==> config.mk <==
export PLATFORM = sky130hd
export DESIGN_NAME = sdram_page_arbiter
export DESIGN_NICKNAME = d
export VERILOG_FILES = /design/src/rtl/sdram_page_arbiter.sv
export SDC_FILE = /design/constraint.sdc
export NUM_CORES = 1
export LEC_CHECK = 0
export CORE_MARGIN = 4
export CORE_UTILIZATION = 25
export CTS_CLUSTER_SIZE = 30
export DETAILED_ROUTE_END_ITERATION = 16
export DONT_BUFFER_PORTS = 1
export PLACE_DENSITY_LB_ADDON = 0.1
export SYNTH_ARGS = -nofsm -noshare
export SYNTH_HDL_FRONTEND = slang
export SYNTH_SLANG_ARGS = --single-unit
export TNS_END_PERCENT = 50
==> constraint.sdc <==
create_clock -name sdram_clk -period 2.2 [get_ports sdram_clk]
set_clock_uncertainty 0.1 [all_clocks]
set_input_delay 0.33 -clock sdram_clk [delete_from_list [all_inputs] [get_ports sdram_clk]]
set_output_delay 0.33 -clock sdram_clk [all_outputs]
set_load 0.05 [all_outputs]
==> src/rtl/sdram_page_arbiter.sv <==
// Page-granular arbiter between the image write path and the host read path
// of a frame buffer held in SDRAM; issues one page command at a time.
module sdram_page_arbiter #(
  parameter int PAGE_WORDS  = 512,
  parameter int FIFO_DEPTH  = 2048,
  parameter int FRAME_PAGES = 600
) (
  input  logic        sdram_clk,
  input  logic        reset,
  input  logic        wr_enable,
  input  logic        rd_enable,
  input  logic [10:0] wr_fifo_count,
  input  logic [10:0] rd_fifo_count,
  input  logic [14:0] wr_start_row,
  input  logic [14:0] rd_start_row,
  input  logic        frame_done,
  input  logic        rd_restart,
  input  logic        cmd_ack,
  input  logic        cmd_done,
  output logic        cmd_pagewrite,
  output logic        cmd_pageread,
  output logic [14:0] rowaddr,
  output logic        busy,
  output logic [9:0]  wr_page_cnt,
  output logic [9:0]  rd_page_cnt
);

  typedef enum logic [1:0] {IDLE, WACK, RACK, BUSY} state_t;

  state_t state;
  logic   last_rd;
  logic   wr_pend, rd_pend;
  logic   wr_elig, rd_elig, grant_wr;

  assign wr_elig  = wr_enable && (int'(wr_fifo_count) >= PAGE_WORDS) &&
                    (int'(wr_page_cnt) < FRAME_PAGES);
  // Reads may only trail pages already written this frame.
  assign rd_elig  = rd_enable && ((FIFO_DEPTH - int'(rd_fifo_count)) >= PAGE_WORDS) &&
                    (rd_page_cnt < wr_page_cnt);
  assign grant_wr = wr_elig && (!rd_elig || last_rd);

  always_ff @(posedge sdram_clk) begin
    if (reset) begin
      state         <= IDLE;
      cmd_pagewrite <= 1'b0;
      cmd_pageread  <= 1'b0;
      rowaddr       <= '0;
      busy          <= 1'b0;
      wr_page_cnt   <= '0;
      rd_page_cnt   <= '0;
      wr_pend       <= 1'b0;
      rd_pend       <= 1'b0;
      last_rd       <= 1'b1;
    end else begin
      case (state)
        IDLE: begin
          if (frame_done) wr_page_cnt <= '0;
          if (rd_restart) rd_page_cnt <= '0;
          if (grant_wr) begin
            state         <= WACK;
            cmd_pagewrite <= 1'b1;
            busy          <= 1'b1;
            rowaddr       <= wr_start_row + 15'(wr_page_cnt);
            last_rd       <= 1'b0;
          end else if (rd_elig) begin
            state        <= RACK;
            cmd_pageread <= 1'b1;
            busy         <= 1'b1;
            rowaddr      <= rd_start_row + 15'(rd_page_cnt);
            last_rd      <= 1'b1;
          end
        end
        WACK: begin
          if (frame_done) wr_pend <= 1'b1;
          if (rd_restart) rd_pend <= 1'b1;
          if (cmd_ack) begin
            state         <= BUSY;
            cmd_pagewrite <= 1'b0;
            if (int'(wr_page_cnt) < FRAME_PAGES) wr_page_cnt <= wr_page_cnt + 10'd1;
          end
        end
        RACK: begin
          if (frame_done) wr_pend <= 1'b1;
          if (rd_restart) rd_pend <= 1'b1;
          if (cmd_ack) begin
            state        <= BUSY;
            cmd_pageread <= 1'b0;
            if (int'(rd_page_cnt) < FRAME_PAGES) rd_page_cnt <= rd_page_cnt + 10'd1;
          end
        end
        BUSY: begin
          if (cmd_done) begin
            // Deferred restarts land as we re-enter IDLE, including one arriving now.
            state   <= IDLE;
            busy    <= 1'b0;
            wr_pend <= 1'b0;
            rd_pend <= 1'b0;
            if (wr_pend || frame_done) wr_page_cnt <= '0;
            if (rd_pend || rd_restart) rd_page_cnt <= '0;
          end else begin
            if (frame_done) wr_pend <= 1'b1;
            if (rd_restart) rd_pend <= 1'b1;
          end
        end
        default: state <= IDLE;
      endcase
    end
  end

endmodule
==> results_dict.tcl <==
set metrics [dict create \
    synth_area_um2 3510 \
    reg2reg_to "rowaddr[10]" \
    min_period_ns 2.32 \
    place_ws_ns -0.222 \
    power_mw 3.58 \
    postLayoutCellArea_um2 5230 \
    chipHeight_um 126 \
    grt_usage_pct 15.9 \
    netlist.area_leader.share_pct 24.5 \
    hold_viol 0 \
    final_common_cell "buf_4" \
    p_comb_share_pct 43.4 \
    fin_util_pct 37.8 \
    clock-root-buffer "clkbuf_16" \
    io_pins 98 \
    rrSetupSlack_ns -0.12 \
    syn2layout_area_growth_pct 49.1 \
    pwr_density_cell_nw_per_um2 684 \
    fin_cells 732 \
    antenna_found_initial 0 \
    cts_made_buffers 5 \
    grt_max_degree 19 \
    place_area_um2 4660 \
    ys_warn_count 0 \
    cap_violations 0 \
    grt_pass1_vias 3678 \
    drive_gt1_share_pct 39.9 \
    critPathKind "flop to flop" \
    synthFlopType "dfxtp_1" \
    whs_path_depth 1 \
    die_w_um 126 \
    nets 649 \
    violations "setup timing" \
    setup_violations 18 \
    vias 3673 \
    first_pass_iters 4 \
    tightest_slew_ns 0.582 \
    place_congestion 0.874 \
    cpPeakStageDelay_ns 0.37 \
    p_clk_share_pct 21.9 \
    fp.dieArea_um2 16000 \
    rsz0062_at_grt "true" \
    setup-tns-final_ns -1.21 \
    synth_nets 536 \
    avgViaCountPerCell 5.02 \
    yosysSeqAreaShare_pct 24.5 \
    clock_path_buffers 2 \
    routedWlPerCell_um 17.9 \
    crit_arrival_ns 2.42 \
    grt_pass1_wl_um 19900 \
    placed_cells 713 \
    clk-insertion-delay-late_ns 0.29 \
    core_region_area_um2 13800 \
    initial_utilization_pct 25.4 \
    drc 0 \
    p_int_mw 2.04 \
    max_slew_margin_pct 61.2 \
    swShare_pct 42.9 \
    synthTopCellsByArea "dfxtp_1 (25%), ha_1 (13%), nor2_1 (4.8%)" \
    met3_length_um 903 \
    synthArstFlopShare_pct 0 \
    post-route-period-util_pct 106 \
    grt_overflow_total 0 \
    cp-end-kind "flop" \
    seqPwrFrac_pct 34.8 \
    worst_slack_ns -0.125 \
    ys_ff_latch 43 \
    hold_start "reset" \
    vdd_drop_max_uv 293 \
    drtAntennaViolNets 0 \
    reg2reg_depth 9 \
    port_buffers 0 \
    synth_edf_count 0 \
    yosysTopAreaCell "dfxtp_1" \
    leakagePower_nw 2.15 \
    topRoutingLayerUsed "met4" \
    clk_pin_slew_ns 0.06 \
    cts_sinks 43 \
    h-tree-depth 2 \
    p_switching_mw 1.53 \
    wl_met1_um 5920 \
    hpwl_um 10500 \
    max_freq_ghz 0.430 \
    synth.avg_cell_area_um2 8.01 \
    drt_wl_total_um 13100 \
    status "finished with violations" \
    required_ns 2.30 \
    whs_ns 0.0137 \
    yosys.cell_types.count 66 \
    rows 43 \
    drt_iter0_drc 182 \
    final_cell_mix "buf_4 (107), nor2_1 (44), nand2_1 (33)" \
    cts_tree "done" \
    report.final.slew_viol_count 0 \
    wl_met2_um 6070 \
    diodes 0 \
    syn_inst 438 \
    critPathMaxFanout 3 \
    cp_cell_sequence "ha_4, inv_2, fa_2, nor2b_4, o2111ai_4, a32oi_4, nand2_2, o311a_1, nor4_2" \
    r2r_start "rd_page_cnt[0]" \
    cp_slowest_cell "fa_2" \
    min_path_type "input pin to flop" \
    holdPathEnd "rowaddr[6]" \
    worst_setup_path_start_kind "flop" \
]
cell families after synthesis:
logic type,after synthesis,synth area share (%)
AO/OA/AOI/OAI,136,27.9
buffers and inverters,37,4.38
multiplexers,2,0.606
XOR/XNOR,26,6.49
flip-flops,43,24.5
AND/OR/NAND/NOR,156,22.1
adder cells (fa/ha/maj),38,14.0
per-layer routing:
| metal | vias to the layer above | track usage, % |
|---|---|---|
| li1 | 1841 | - |
| met1 | 1728 | 20.5 |
| met2 | 92 | 26.1 |
| met3 | 12 | 4.93 |
| met4 | 0 | 3.60 |
| met5 | - | 0 |
synth_stat cells, drive strengths merged, types with 12 or more instances:
| library cell | count |
|---|---|
| a21oi | 31 |
| dfxtp | 43 |
| ha | 36 |
| inv | 27 |
| nand2 | 37 |
| nor2 | 47 |
| o21a | 12 |
| o21ai | 23 |
| xnor2 | 17 |
flip-flops by register name (all words and copies together), names as in the netlist:
name,count
busy,1
cmd_pageread,1
cmd_pagewrite,1
last_rd,1
rd_page_cnt,10
rd_pend,1
rowaddr,15
state,2
wr_page_cnt,10
wr_pend,1
cell type report:
class | count | area [um^2]
multi-input cells | 358 | 2900
well taps | 180 | 225
inverters | 27 | 109
flip-flops and latches | 43 | 922
clock buffers | 7 | 143
repair buffers | 116 | 927
clock inverters | 1 | 5.00
fillers | 1423 | 8590
worst max-delay path, delay by kind of cell (launching register included):
| kind | cells | cell delay [ns] |
|---|---|---|
| flip-flops | 1 | 0.36 |
| AO/OA/AOI/OAI | 3 | 0.80 |
| buffers and inverters | 1 | 0.03 |
| adder cells (fa/ha/maj) | 2 | 0.50 |
| AND/OR/NAND/NOR | 3 | 0.43 |
worst max-delay path by stage:
stage                         startpoint     endpoint  slack [ns]  cells past startpoint
after detailed placement  wr_page_cnt[0]  rowaddr[12]       -0.22                     10
final                     rd_page_cnt[0]  rowaddr[10]       -0.12                      9
after floorplan           wr_page_cnt[9]   rowaddr[9]       -0.08                     10
after CTS                 wr_page_cnt[2]  rowaddr[10]       -0.12                      8
after global placement    wr_page_cnt[0]  rowaddr[14]       -0.21                     10
after global routing      wr_page_cnt[0]  rowaddr[10]       -0.24                     10
power by group through the flow:
stage                     clock [mW]  sequential (mW)  combinational, mW
after floorplan                    0             1.30              0.823
after global placement             0             1.26               1.39
after detailed placement           0             1.26               1.40
after CTS                      0.803             1.24               1.49
after global routing           0.840             1.26               1.70
final                          0.783             1.24               1.55
repair_timing:
action | in CTS | in global routing
setup endpoints to repair | 23 | 32
setup buffers | 4 | 4
resized for setup | 36 | 35
endpoints found under the hold margin | 8 | 1
hold buffers | 2 | 1
pin swaps | 20 | 22
Note: power is estimated with default switching activity, not from simulation.
